**src/rtl/npc_pkg.sv**
```systemverilog
// Shared constants for the NPC multi-cycle core: RV32 opcodes, the FSM state
// enum and the halt-code encoding reported to the simulation harness.
package npc_pkg;

  localparam logic [6:0] OPC_OP_IMM = 7'h13;
  localparam logic [6:0] OPC_OP     = 7'h33;
  localparam logic [6:0] OPC_LUI    = 7'h37;
  localparam logic [6:0] OPC_AUIPC  = 7'h17;
  localparam logic [6:0] OPC_JAL    = 7'h6f;
  localparam logic [6:0] OPC_JALR   = 7'h67;
  localparam logic [6:0] OPC_SYSTEM = 7'h73;

  localparam logic [2:0] F3_ADD = 3'b000;
  localparam logic [6:0] F7_ADD = 7'h00;
  localparam logic [6:0] F7_SUB = 7'h20;

  localparam logic [31:0] INST_EBREAK = 32'h0010_0073;

  typedef enum logic [1:0] {
    FETCH,
    EXEC,
    HALT
  } state_t;

  localparam logic [1:0] HALT_EBREAK   = 2'd0;
  localparam logic [1:0] HALT_ILLEGAL  = 2'd1;
  localparam logic [1:0] HALT_MISALIGN = 2'd2;

endpackage

```
**src/rtl/npc_regfile.sv**
```systemverilog
// Architectural register file: two combinational reads, one write, x0 hardwired
// to zero, asynchronous active-low clear, x10 exposed for the harness.
module npc_regfile #(
  parameter int XLEN = 32,
  parameter int NREG = 32
) (
  input  logic                    clk,
  input  logic                    rst,
  input  logic [$clog2(NREG)-1:0] ra1,
  input  logic [$clog2(NREG)-1:0] ra2,
  output logic [XLEN-1:0]         rd1,
  output logic [XLEN-1:0]         rd2,
  input  logic                    we,
  input  logic [$clog2(NREG)-1:0] wa,
  input  logic [XLEN-1:0]         wd,
  output logic [XLEN-1:0]         a0
);

  logic [XLEN-1:0] regs [NREG];

  always_ff @(posedge clk or negedge rst) begin
    if (!rst) begin
      for (int i = 0; i < NREG; i++) regs[i] <= '0;
    end else if (we && wa != '0) begin
      regs[wa] <= wd;
    end
  end

  // Entry 0 is never written, but reads of x0 are forced to zero regardless.
  assign rd1 = (ra1 == '0) ? '0 : regs[ra1];
  assign rd2 = (ra2 == '0) ? '0 : regs[ra2];
  assign a0  = regs[10];

endmodule

```
**src/rtl/npc_mcore.sv**
```systemverilog
// Multi-cycle RV32I/E subset core: FETCH/EXEC/HALT state machine with a
// valid/ready instruction fetch, decode and ALU kept local to this module.
module npc_mcore
  import npc_pkg::*;
#(
  parameter int               XLEN     = 32,
  parameter int               NREG     = 32,
  parameter logic [XLEN-1:0]  RESET_PC = 32'h8000_0000
) (
  input  logic            clk,
  input  logic            rst,
  output logic            imem_req,
  output logic [XLEN-1:0] imem_addr,
  input  logic            imem_valid,
  input  logic [31:0]     imem_inst,
  output logic [XLEN-1:0] pc,
  output logic            retire,
  output logic            halt,
  output logic [1:0]      halt_code,
  output logic [XLEN-1:0] a0
);

  localparam int AW = $clog2(NREG);

  if (XLEN != 32) begin : g_bad_xlen
    $error("npc_mcore only supports XLEN = 32");
  end

  state_t          state, state_next;
  logic [XLEN-1:0] pc_q, pc_next;
  logic [31:0]     ir;
  logic [1:0]      code_q, code_next;

  logic [6:0] opcode, funct7;
  logic [2:0] funct3;
  logic [4:0] rd, rs1, rs2;
  assign opcode = ir[6:0];
  assign rd     = ir[11:7];
  assign funct3 = ir[14:12];
  assign rs1    = ir[19:15];
  assign rs2    = ir[24:20];
  assign funct7 = ir[31:25];

  logic [XLEN-1:0] imm_i, imm_u, imm_j, rs1_val, rs2_val;
  assign imm_i = {{20{ir[31]}}, ir[31:20]};
  assign imm_u = {ir[31:12], 12'b0};
  assign imm_j = {{11{ir[31]}}, ir[31], ir[19:12], ir[20], ir[30:21], 1'b0};

  logic            legal, is_ebreak, jump, use_rd, use_rs1, use_rs2;
  logic            illegal, misaligned, we;
  logic [XLEN-1:0] result, target;

  always_comb begin
    legal     = 1'b0;
    is_ebreak = 1'b0;
    jump      = 1'b0;
    use_rd    = 1'b0;
    use_rs1   = 1'b0;
    use_rs2   = 1'b0;
    result    = '0;
    target    = '0;
    case (opcode)
      OPC_OP_IMM: if (funct3 == F3_ADD) begin
        {legal, use_rd, use_rs1} = 3'b111;
        result = rs1_val + imm_i;
      end
      OPC_OP: if (funct3 == F3_ADD && (funct7 == F7_ADD || funct7 == F7_SUB)) begin
        {legal, use_rd, use_rs1, use_rs2} = 4'b1111;
        result = (funct7 == F7_SUB) ? rs1_val - rs2_val : rs1_val + rs2_val;
      end
      OPC_LUI: begin
        {legal, use_rd} = 2'b11;
        result = imm_u;
      end
      OPC_AUIPC: begin
        {legal, use_rd} = 2'b11;
        result = pc_q + imm_u;
      end
      OPC_JAL: begin
        {legal, use_rd, jump} = 3'b111;
        result = pc_q + 32'd4;
        target = pc_q + imm_j;
      end
      OPC_JALR: if (funct3 == F3_ADD) begin
        {legal, use_rd, use_rs1, jump} = 4'b1111;
        result = pc_q + 32'd4;
        target = (rs1_val + imm_i) & ~32'd1;
      end
      OPC_SYSTEM: if (ir == INST_EBREAK) begin
        {legal, is_ebreak} = 2'b11;
      end
      default: ;
    endcase
  end

  // Register indices beyond NREG (RV32E) make an otherwise valid encoding illegal.
  assign illegal = !legal ||
                   (use_rd  && int'(rd)  >= NREG) ||
                   (use_rs1 && int'(rs1) >= NREG) ||
                   (use_rs2 && int'(rs2) >= NREG);
  assign misaligned = jump && target[1];

  always_comb begin
    state_next = state;
    pc_next    = pc_q;
    code_next  = code_q;
    retire     = 1'b0;
    we         = 1'b0;
    case (state)
      FETCH: if (imem_valid) state_next = EXEC;
      EXEC: begin
        if (illegal) begin
          state_next = HALT;
          code_next  = HALT_ILLEGAL;
        end else if (is_ebreak) begin
          state_next = HALT;
          code_next  = HALT_EBREAK;
          retire     = 1'b1;
        end else if (misaligned) begin
          state_next = HALT;
          code_next  = HALT_MISALIGN;
        end else begin
          state_next = FETCH;
          retire     = 1'b1;
          we         = use_rd;
          pc_next    = jump ? target : pc_q + 32'd4;
        end
      end
      default: state_next = HALT;
    endcase
  end

  always_ff @(posedge clk or negedge rst) begin
    if (!rst) begin
      state  <= FETCH;
      pc_q   <= RESET_PC;
      ir     <= '0;
      code_q <= HALT_EBREAK;
    end else begin
      state  <= state_next;
      pc_q   <= pc_next;
      code_q <= code_next;
      if (state == FETCH && imem_valid) ir <= imem_inst;
    end
  end

  npc_regfile #(.XLEN(XLEN), .NREG(NREG)) u_regfile (
    .clk (clk),
    .rst (rst),
    .ra1 (rs1[AW-1:0]),
    .ra2 (rs2[AW-1:0]),
    .rd1 (rs1_val),
    .rd2 (rs2_val),
    .we  (we),
    .wa  (rd[AW-1:0]),
    .wd  (result),
    .a0  (a0)
  );

  assign imem_req  = rst && (state == FETCH);
  assign imem_addr = pc_q;
  assign pc        = pc_q;
  assign halt      = (state == HALT);
  assign halt_code = code_q;

endmodule

```
**config.mk**
```make
export PLATFORM = sky130hd
export DESIGN_NAME = npc_mcore
export DESIGN_NICKNAME = d
export VERILOG_FILES = /design/src/rtl/npc_pkg.sv /design/src/rtl/npc_regfile.sv /design/src/rtl/npc_mcore.sv
export SDC_FILE = /design/constraint.sdc
export NUM_CORES = 2
export LEC_CHECK = 0
export CORE_ASPECT_RATIO = 0.75
export CORE_UTILIZATION = 45
export CTS_BUF_LIST = sky130_fd_sc_hd__clkbuf_4 sky130_fd_sc_hd__clkbuf_8
export CTS_CLUSTER_DIAMETER = 100
export DETAILED_ROUTE_END_ITERATION = 10
export GPL_TIMING_DRIVEN = 0
export MAX_ROUTING_LAYER = met4
export SYNTH_ARGS = -nofsm -noshare
export SYNTH_HDL_FRONTEND = slang
export SYNTH_SLANG_ARGS = --single-unit
```
**constraint.sdc**
```tcl
create_clock -name clk -period 19.44 [get_ports clk]
set_clock_uncertainty 0.15 [all_clocks]
set_input_delay 2.916 -clock clk [delete_from_list [all_inputs] [get_ports clk]]
set_output_delay 2.916 -clock clk [all_outputs]
set_load 0.005 [all_outputs]
```
* Yosys cells after proc, flatten, opt, wreduce, memory -nomap -nowiden *
Cells that the tools add are included.

storage, ports and cells
  output and inout port bits = 101
  register bits = 1092

cells by class
  bitwise operators = 5
  muxes and demuxes = 42
  reductions and logical operators = 17
  add/subtract/negate cells = 6
  magnitude comparators = 4
  equality and inequality tests = 13

operators by type and width
  kind                                                        number
  bitwise mux 1024 bit                                        1
  two-way mux 32 bit                                          13
  binary-select mux 32 bit (select 5 bit)                     2
  one-hot mux 32 bit (6 select lines)                         1
  demux 32 bit (select 5 bit)                                 1
  adder 32 bit                                                4
  one-hot mux 32 bit (2 select lines)                         1
  adder 32 x 3 -> 32 bit, second input constant               1
  equality test 32 x 21 -> 1 bit, second input constant       1
  subtractor 32 bit                                           1
  equality test 7 x 6 -> 1 bit, second input constant         3
  equality test 7 bit, second input constant                  3
  >= comparator 6 bit, second input constant                  3
  inverter 5 -> 6 bit                                         3
  equality test 7 x 5 -> 1 bit, second input constant         2
  two-way mux 2 bit                                           7
  two-way mux 1 bit                                           12
  logical NOT 5 bit                                           2
  logical NOT 7 bit                                           1
  logical AND 1 bit                                           6
  less-than comparator 6 x 1 -> 1 bit, second input constant  1
  nonzero test 5 bit                                          1
  one-hot mux 1 bit (4 select lines)                          1
  one-hot mux 2 bit (2 select lines)                          1
  other kinds (14)                                            15

* Depth between registers and ports, before layout *
  depth in word-level cells = 14
  depth in mapped cells = 26
  depth with buffers taken out = 20

* Modules after synthesis *
A second synthesis with hierarchy kept.

unflattened totals
  cells, all modules = 5157
  area, all modules = 65638.0 um^2

modules (own cells, without submodules)
  module       seq. area each (um^2)  cells each  area an instance (um^2)  times used
  npc_regfile  25624.6                3696        54588.6                  1
  npc_mcore    1677.9                 1461        11049.3                  1

* Worst setup path after synthesis *
OpenSTA, ideal clock, no wires.

  kind = register to output
  from = reg ir[15]
  to = out retire
  data arrival time = 4.275 ns
  slack = 12.099 ns
  stages on the path, launching flop included = 15
  path buffers = 4
  required time = 16.374 ns
  cells stage by stage = dfrtp_1 clkbuf_1 buf_2 buf_1 buf_1 mux4_2 mux4_2 mux2i_1 nor2_1 fa_1 inv_1 o31ai_1 nand2_1 nand2_1 a21oi_1

between the ends
  word-level cells in the longest chain between the ends = 13
  elaborated cells on any way between the ends = 18
  classes of those cells = add/sub: 1; eq/ne: 1; mux: 13; bitwise: 1; reduce/logical: 2

ends and longest elaborated chain
  element                                                RTL line           source
  start, declared                                        npc_mcore.sv:31    logic [31:0] ir;
  start signal, assigned                                 npc_mcore.sv:143   if (state == FETCH && imem_valid) ir <= imem_inst;
  inverter 5 -> 6 bit (implied by the code)              npc_regfile.sv:30  assign rd1 = (ra1 == '0) ? '0 : regs[ra1];
  binary-select mux 32 bit (select 5 bit)                npc_regfile.sv:30
  two-way mux 32 bit (implied by the code) (2 in a row)  npc_regfile.sv:30
  two-way mux 32 bit                                     npc_regfile.sv:30
  adder 32 bit                                           npc_mcore.sv:87    target = (rs1_val + imm_i) & ~32'd1;
  two-way mux 32 bit                                     npc_mcore.sv:84    OPC_JALR: if (funct3 == F3_ADD) begin
  one-hot mux 32 bit (2 select lines)                    npc_mcore.sv:62    case (opcode)
  logical AND 1 bit                                      npc_mcore.sv:101   assign misaligned = jump && target[1];
  two-way mux 1 bit                                      npc_mcore.sv:119   end else if (misaligned) begin
  two-way mux 1 bit                                      npc_mcore.sv:115   end else if (is_ebreak) begin
  two-way mux 1 bit (*)                                  npc_mcore.sv:112   if (illegal) begin
  two-way mux 1 bit (*)                                  npc_mcore.sv:109   case (state)
  end, declared                                          npc_mcore.sv:17    output logic retire,

Every way passes the cells marked *; elsewhere a longest branch is shown, timed or not. The select of a mux whose other input is x is not followed.

* Worst setup path in the final report *
Ends and elaborated chain as after synthesis.

==> results.txt <==
Die X: 440 um
crit end category: output pin
Pins Over Slew Limit: 38
post-synthesis register bit count: 1091
Tcrit/Tclk final: 56.5%
Worst Max-Slew Pin Slew: 1.71 ns
Hold Path Stages: 1
number of nets with antenna violations after routing: 0
Root Driver: clkbuf_8
later-pin clock latency in the skew report: 1.04 ns
Worst setup SP type: register
final setup vio count: 0
sequential share of the synthesized area: 42.3%
Hold Fails Final Rpt: 0
Clock Tree Buf Depth: 3
vias in the first global route: 55400
final setup TNS: 0 ns
# IOs: 136
total congestion overflow: 0
global placement routability congestion: 1.08
post-DR vias/cell: 6.94
Worst-path clk slew: 0.07 ns
total core area: 0.143 mm^2
DRC violations left: 0
CTS Sinks: 1091
initial antenna violation count: 39
worst hold slack: 0.334 ns
Post-Synthesis Cells: 6278
Slew HR: -13.7%
Ys Warns: 0
PwrDens: 121 mW/mm^2
cts hold-fix bufs: 0
RR Startpoint: ir[15]$_DFFE_PN0P_
R2R cell count: 21
share of cells above drive strength 1: 18.1%
Synth Cell Area: 0.0646 mm^2
RSZ-0062 raised after global routing: false
max-capacitance violation count: 5
first-pass GRT wire length: 461 mm
failing checks: capacitance limit, slew limit
first-pass iteration count of the detailed router: 8
final core occ: 51.3%
WP data arrival: 7.92 ns
Initial Util: 45.3%
Crit Path Max Fanout: 11
placement-stage cell area: 0.0689 mm^2
crit path launch: ir[15]$_DFFE_PN0P_
nets@finish: 6775
outcome: finished, violations left
drt total wl: 341 mm
# port buffers: 133
area delta synth->final: 13.3%
Wirelength per Cell: 39.0 um
Hold Crit Start: u_regfile.regs[1006]$_DFFE_PN0P_
row cnt: 120
Tot GR Track Use: 48.0%
synth unique cells: 95
DR iter-0 viols: 10500
final instance area: 0.0732 mm^2
Pleak: 31.7 nW
CP required: 16.37 ns
CTS resizes: 0
Die H: 330 um
DIE AREA: 0.145 mm^2
largest net degree at the start of global routing: 178
Hold WC Path Type: reg -> reg
vias: 60600
CTS Buf Count: 186
depth of the CTS H-tree: 4
HPWL Detailed: 260 mm
Synth Flop Type: dfrtp_1
crit path kind: reg -> out
fmax: 0.0911 GHz
Tmin final: 10.98 ns
Post-synth EDFFs: 0
Post-synth ARST share: 100%
syn avg cell area: 10.3 um^2
CTS tree: done
Setup Buffers After CTS: 0
VDD IR-drop max: 0.108 mV
==> cell families after synthesis <==
group	Yosys count	synth area share, %
AOI/OAI and AO/OA	1734	15.7
DFF	1091	42.3
other	1	0.00580
adders and majority gates	111	2.20
xor gates and xnor gates	141	1.91
muxes	759	21.2
buffers and inverters	676	4.86
and+or+nand+nor	1765	11.8
==> stage by stage <==
stage | power (W) | setup WS, ns | std cells
6_report | 0.00884 | 8.46 | 8728
5_1_grt | 0.00888 | 8.49 | 8713
4_1_cts | 0.00855 | 8.66 | 8665
3_5_place_dp | 0.00623 | 9.70 | 8330
3_3_place_gp | 0.00621 | -36.75 | 8303
2_1_floorplan | 0.00446 | 12.10 | 6279
==> area by class of cell <==
class                           instances  area, um^2
Multi-Input combinational cell       4512       34300
Sequential cell                      1091       27300
Clock buffer                          298        3690
Tap cell                             1891        2370
Fill cell                           13200       69500
Inverter                               34         128
Antenna cell                           61         153
Buffer                                642        3060
Timing Repair Buffer                  162        1790
Clock inverter                         37         375
==> cells in the mapped netlist, types with 76 or more instances <==
master    count  area (um^2)
a21oi_1     558         2790
a22oi_1     131          983
buf_2       124          621
buf_4        76          571
clkbuf_1    373         1400
dfrtp_1    1090        27300
ha_1        107         1340
mux2i_1     238         2380
mux4_2      483        10900
nand2_1     730         2740
nand3_1      91          455
nor2_1      639         2400
o21ai_0     657         3290
xnor2_1      83          727
==> state kept, by name, indices dropped and copies added, names as in the netlist <==
register,count
u_regfile.regs,992
ir,32
u_regfile.a0,32
imem_addr,31
halt_code,2
state,2
==> critical path: stages (launching register included) <==
cell and delay [ns]:
dfrtp_1 0.57, clkbuf_1 0.60, buf_2 0.66, buf_2 0.81, buf_2 0.81, mux4_2 0.64, mux4_2 0.58, mux2i_1 0.32
nor2_1 0.19, fa_1 0.57, inv_1 0.05, o31ai_1 0.28, nand2_1 0.15, nand2_1 0.13, a21oi_1 0.06, clkdlybuf4s50_1 0.50
==> cells in the final DEF (no fill, tap or decap), drive strengths merged, types with 13 or more instances in the layout <==
cell type / instances
xnor2: 83
o22ai: 31
nand3: 94
ha: 107
a211oi: 16
a21oi: 559
xor2: 58
nand4: 27
mux4: 483
mux2i: 238
or2: 13
mux2: 38
buf: 296
diode: 61
nor2: 660
clkinv: 18
clkbuf: 674
nand3b: 15
nand2b: 15
clkdlybuf4s50: 132
dfrtp: 1090
nor3: 64
and4: 13
a221oi: 24
o21a: 18
or3: 16
inv: 43
o21ai: 667
a22oi: 132
and3: 46
a21o: 63
and2: 19
a31oi: 45
o21bai: 13
nor2b: 23
a32oi: 66
nand2: 730
==> power by group <==
group | total (W) | switching [W] | internal, W
combinational | 0.00406 | 0.00295 | 0.00111
clock | 0.00237 | 0.00111 | 0.00126
sequential | 0.00241 | 0.000104 | 0.00230
==> path summary, 6_finish.rpt <==
check / endpoint / slack, ns
setup reg to reg: u_regfile.regs[661]$_DFFE_PN0P_ / 8.95
hold / removal: u_regfile.regs[1006]$_DFFE_PN0P_ / 0.33
max in group asynchronous: u_regfile.regs[538]$_DFFE_PN0P_ / 15.05
min in group asynchronous: imem_addr[10]$_DFFE_PN0P_ / 1.73
hold reg to reg: u_regfile.regs[1006]$_DFFE_PN0P_ / 0.33
setup / recovery: retire / 8.46
==> layer usage <==
| metal | wire, um | vias to the layer above | track usage (%) | share of wire [%] |
|---|---|---|---|---|
| met5 | 0 | - | - | 0 |
| met4 | 16800 | 0 | 21.6 | 4.9 |
| met3 | 60700 | 812 | 27.9 | 18 |
| met2 | 130000 | 4959 | 58.8 | 38 |
| met1 | 133000 | 31000 | 62.5 | 39 |
| li1 | - | 23800 | - | - |
No activity file was read; power rests on OpenSTA's default activity.
